$ cat src/rtl/pir_condicionador.sv
// Conditions the raw PIR line into a stable occupancy flag: 2-flop synchroniser,
// debounce qualification, then a retriggerable hold timeout after motion stops.
module pir_condicionador #(
    parameter int DEBOUNCE_CYCLES = 120_000,
    parameter int HOLD_CYCLES     = 720_000_000,
    parameter int CNT_W           = $clog2((DEBOUNCE_CYCLES > HOLD_CYCLES) ?
                                           DEBOUNCE_CYCLES : HOLD_CYCLES) + 1
) (
    input  logic       clk,
    input  logic       rst,
    input  logic       pir_in,
    output logic       ocupado,
    output logic       entrada_pulso,
    output logic       saida_pulso,
    output logic [1:0] estado
);

    typedef enum logic [1:0] {
        VAZIO       = 2'd0,
        CONFIRMANDO = 2'd1,
        OCUPADO     = 2'd2,
        ESPERA      = 2'd3
    } state_t;

    localparam logic [CNT_W-1:0] DEB_LAST  = CNT_W'(DEBOUNCE_CYCLES - 1);
    localparam logic [CNT_W-1:0] HOLD_LAST = CNT_W'(HOLD_CYCLES - 1);

    state_t           state, state_n;
    logic [CNT_W-1:0] cnt, cnt_n;
    logic             s1, pir_s;
    logic             ocupado_n, entrada_n, saida_n;

    // Only pir_s feeds the FSM; s1 may be metastable and is never decoded.
    always_ff @(posedge clk) begin
        if (rst) begin
            s1    <= 1'b0;
            pir_s <= 1'b0;
        end else begin
            s1    <= pir_in;
            pir_s <= s1;
        end
    end

    always_ff @(posedge clk) begin
        if (rst) begin
            state         <= VAZIO;
            cnt           <= '0;
            ocupado       <= 1'b0;
            entrada_pulso <= 1'b0;
            saida_pulso   <= 1'b0;
        end else begin
            state         <= state_n;
            cnt           <= cnt_n;
            ocupado       <= ocupado_n;
            entrada_pulso <= entrada_n;
            saida_pulso   <= saida_n;
        end
    end

    // The counter is zeroed on every transition, so each state starts counting fresh.
    always_comb begin
        state_n   = state;
        cnt_n     = cnt;
        ocupado_n = ocupado;
        entrada_n = 1'b0;
        saida_n   = 1'b0;
        case (state)
            VAZIO: begin
                if (pir_s) begin
                    state_n = CONFIRMANDO;
                    cnt_n   = '0;
                end
            end
            CONFIRMANDO: begin
                if (!pir_s) begin
                    state_n = VAZIO;
                    cnt_n   = '0;
                end else if (cnt == DEB_LAST) begin
                    state_n   = OCUPADO;
                    cnt_n     = '0;
                    ocupado_n = 1'b1;
                    entrada_n = 1'b1;
                end else begin
                    cnt_n = cnt + CNT_W'(1);
                end
            end
            OCUPADO: begin
                if (!pir_s) begin
                    state_n = ESPERA;
                    cnt_n   = '0;
                end
            end
            ESPERA: begin
                // Motion during the hold wins, even on the very last hold cycle.
                if (pir_s) begin
                    state_n = OCUPADO;
                    cnt_n   = '0;
                end else if (cnt == HOLD_LAST) begin
                    state_n   = VAZIO;
                    cnt_n     = '0;
                    ocupado_n = 1'b0;
                    saida_n   = 1'b1;
                end else begin
                    cnt_n = cnt + CNT_W'(1);
                end
            end
            default: begin
                state_n   = VAZIO;
                cnt_n     = '0;
                ocupado_n = 1'b0;
            end
        endcase
    end

    assign estado = state;

endmodule

$ cat config.mk
export PLATFORM = sky130hd
export DESIGN_NAME = pir_condicionador
export DESIGN_NICKNAME = d
export VERILOG_FILES = /design/src/rtl/pir_condicionador.sv
export SDC_FILE = /design/constraint.sdc
export NUM_CORES = 1
export LEC_CHECK = 0
export BUFFER_PORTS_ARGS = -buffer_cell sky130_fd_sc_hd__buf_2
export CAP_MARGIN = 40
export CORE_ASPECT_RATIO = 0.9
export CORE_MARGIN = 2
export CORE_UTILIZATION = 30
export DETAILED_ROUTE_END_ITERATION = 10
export PLACE_DENSITY_LB_ADDON = 0.05
export SLEW_MARGIN = 20
export SYNTH_ARGS = -nofsm -noshare
export SYNTH_HDL_FRONTEND = slang
export SYNTH_SLANG_ARGS = --single-unit
export TNS_END_PERCENT = 1
$ cat constraint.sdc
create_clock -name clk -period 2.5 [get_ports clk]
set_clock_uncertainty 0.15 [all_clocks]
set_input_delay 0.5 -clock clk [delete_from_list [all_inputs] [get_ports clk]]
set_output_delay 0.5 -clock clk [all_outputs]
set_load 0.05 [all_outputs]
==> results.yml <==
yosys:
  synth_edf_count: 0
  syn_nets: 325
  synth-seq-cells: 38
  synth_area_mm2: 0.00247
  netlist_instances: 321
  synth_xor_area_share_pct: 0
  ys_seq_area_share_pct: 30.8
  ys.flop_type: "dfxtp_1"
  yosys_warnings: 0
  synth_simple_gate_area_share_pct: 36.6
  synth.area.mux_share_pct: 0.406
  synth.avg_cell_area_um2: 7.69
  yosysUniqueCellTypes: 45
  synth_top_family_by_area: "simple AND/OR/NAND/NOR gates"
  async_flop_share_pct: 0
  synth_compound_area_share_pct: 23.6
  synth-adder-area-share_pct: 0.507
worst_setup_path:
  regToRegStartpoint: "cnt[13]"
  slowest_stage: "nor4_1"
  r2r_cells: 6
  cp_data_arrival_time_ps: 2300
  path_max_fanout: 36
  slowest_delay_ps: 450
  crit_start: "cnt[13]"
  r2r_end: "cnt[14]"
  cp.required_ps: 2520
  startpoint_type: "flop"
  rrSetupSlack_ps: 230
  crit_chain: "nor4_1, nand4b_1, o31a_1, buf_12, o2111ai_1, nand3_1"
  crit_family: "simple AND/OR/NAND/NOR gates"
  crit_path_end_kind: "flop"
  worstSetupPathType: "reg -> reg"
  crit_buf_inv: 1
routing:
  wl_met3_um: 254
  first_iter_violations: 153
  drcViolationCount: 0
  drt-vias-per-instance: 5.70
  ant_nets: 0
  wl_met2_um: 3860
  met1_length_um: 3820
  dr_total_vias: 2524
  drt-total-wl_um: 7990
  highest_layer: "met4"
  detail_route.wl_per_cell_um: 18.0
  first_pass_iters: 4
hold_path:
  hold_class: "in -> reg"
  min_to: "s1"
  min_from: "pir_in"
  min_path_cells: 2
place:
  dp_cells: 435
  port-buffer-count: 7
  place_hpwl_um: 5590
  gp_congestion: 0.801
  dp_slack_ps: 277
clock_tree:
  cts_made_buffers: 5
  path_clk_slew_ps: 80
  clockBufferDepth: 2
  tritoncts: "yes"
  cts.sinks: 38
  postCtsHoldBufs: 0
  post_cts_buffers: 0
  clk_latency_ps: 290
  ctsResizeCount: 0
  htree_levels: 2
  cts_root_buffer: "clkbuf_8"
pwr:
  peakVddDrop_v: 0.000198
  power_density_mw_per_mm2: 401
  power.leakage_nw: 0.945
timing:
  fin_setup_tns_ps: 0
  worstMarginPinSlew_ps: 555
  layout_setup_ws_ps: 228
  fmax_ghz: 0.440
  max-slew-margin-rel_pct: 62.7
  slew_violations: 0
  period_share_pct: 90.9
  holdWs_ps: 266
  rsz0062_at_grt: "false"
  period_needed_ps: 2270
  hold_violations: 0
  setup_viol: 0
outcome:
  status: "finished, final reports clean"
global_routing:
  first_global_vias: 2474
  antenna_found_initial: 0
  grt_overflow: 0
  track_usage_pct: 18.6
  grt_pass1_wl_um: 13400
  grt_start_max_net_pins: 37
layout:
  area_delta_synth_final_pct: 14.6
  final_cell_mix: "51 x nand2_1, 38 x dfxtp_1, 31 x buf_4, 19 x o211ai_1, 17 x nand3_1"
  seqCellArea_um2: 761
  diodes: 0
  multi_input_area_mm2: 0.00153
  final_common_cell: "nand2_1"
  fillerInstances: 876
  num-nets-final: 347
  final_cell_count_no_fill: 443
  drive_above_1_share_pct: 15.7
  fin_util_pct: 35.2
die:
  die_area_mm2: 0.00897
  die_y_um: 90.0
  die_w_um: 99.6
  start_util_pct: 30.7
  core_region_area_mm2: 0.00803
  io_pins: 8
  rows: 31
run:
  drv_cap: 0
layer usage:
metal	track usage [%]	vias to the layer above
li1	-	1261
met1	26.5	1217
met2	30.3	39
met3	2.72	7
met4	2.97	0
met5	0	-
worst max-delay path by stage:
stage | endpoint | cells after the start
after floorplan | cnt[28] | 6
after global placement | cnt[27] | 5
after detailed placement | cnt[29] | 5
after CTS | cnt[29] | 5
after global routing | cnt[28] | 7
final | cnt[14] | 6
kinds of logic (layout without fill, tap and decap cells):
family | after synthesis | count (layout)
flip-flops | 38 | 38
AO/OA/AOI/OAI | 85 | 85
adder cells (fa/ha/maj) | 1 | 1
multiplexers | 1 | 1
buffers and inverters | 33 | 56
AND/OR/NAND/NOR | 163 | 163
synthesized netlist by cell type (8+ instances only):
cell       n  area (um^2)
dfxtp_1   38          761
nand3_1   17         85.1
nor2_1    10         37.5
o21ai_0   14         70.1
o211ai_1  19          143
or3_1      9         56.3
o22ai_1   10         62.6
nor4_1     9         56.3
and3_1     8         50.1
nand2_1   51          191
a21oi_1   13         65.1
nor2b_1    8         50.1
inv_1      9         33.8
nand4_1    9         56.3
nor3_1    13         65.1
area by class of cell:
| cell class | instances | share of cell area (%) |
|---|---|---|
| Tap cell | 99 | 4.38 |
| Inverter | 9 | 1.19 |
| Timing Repair Buffer | 39 | 10.2 |
| Multi-Input combinational cell | 250 | 54.0 |
| Clock inverter | 2 | 0.442 |
| Sequential cell | 38 | 26.9 |
| Clock buffer | 6 | 2.92 |
registers in the layout, indices dropped and copies added, names as in the netlist, named ones only:
signal	count
cnt	31
entrada_pulso	1
estado	1
ocupado	1
pir_s	1
s1	1
saida_pulso	1
stage by stage:
| stage | area [um^2] | power (mW) |
|---|---|---|
| after floorplan | 2470 | 0.661 |
| after global routing | 2830 | 1.18 |
| after detailed placement | 2730 | 0.687 |
| after global placement | 2730 | 0.688 |
| final | 2830 | 1.13 |
| after CTS | 2830 | 1.15 |
worst register-to-register path, stage by stage, from the launching register on:
cell,delay [ps]
dfxtp_1,360
nor4_1,450
nand4b_1,220
o31a_1,430
buf_12,200
o2111ai_1,230
nand3_1,110
where the power goes:
group          switching (mW)  leakage (nW)  internal [mW]
clock network           0.241        0.0472          0.222
logic                  0.0461         0.592         0.0157
registers             0.00217         0.306          0.608
No activity file was read; power rests on OpenSTA's default activity.
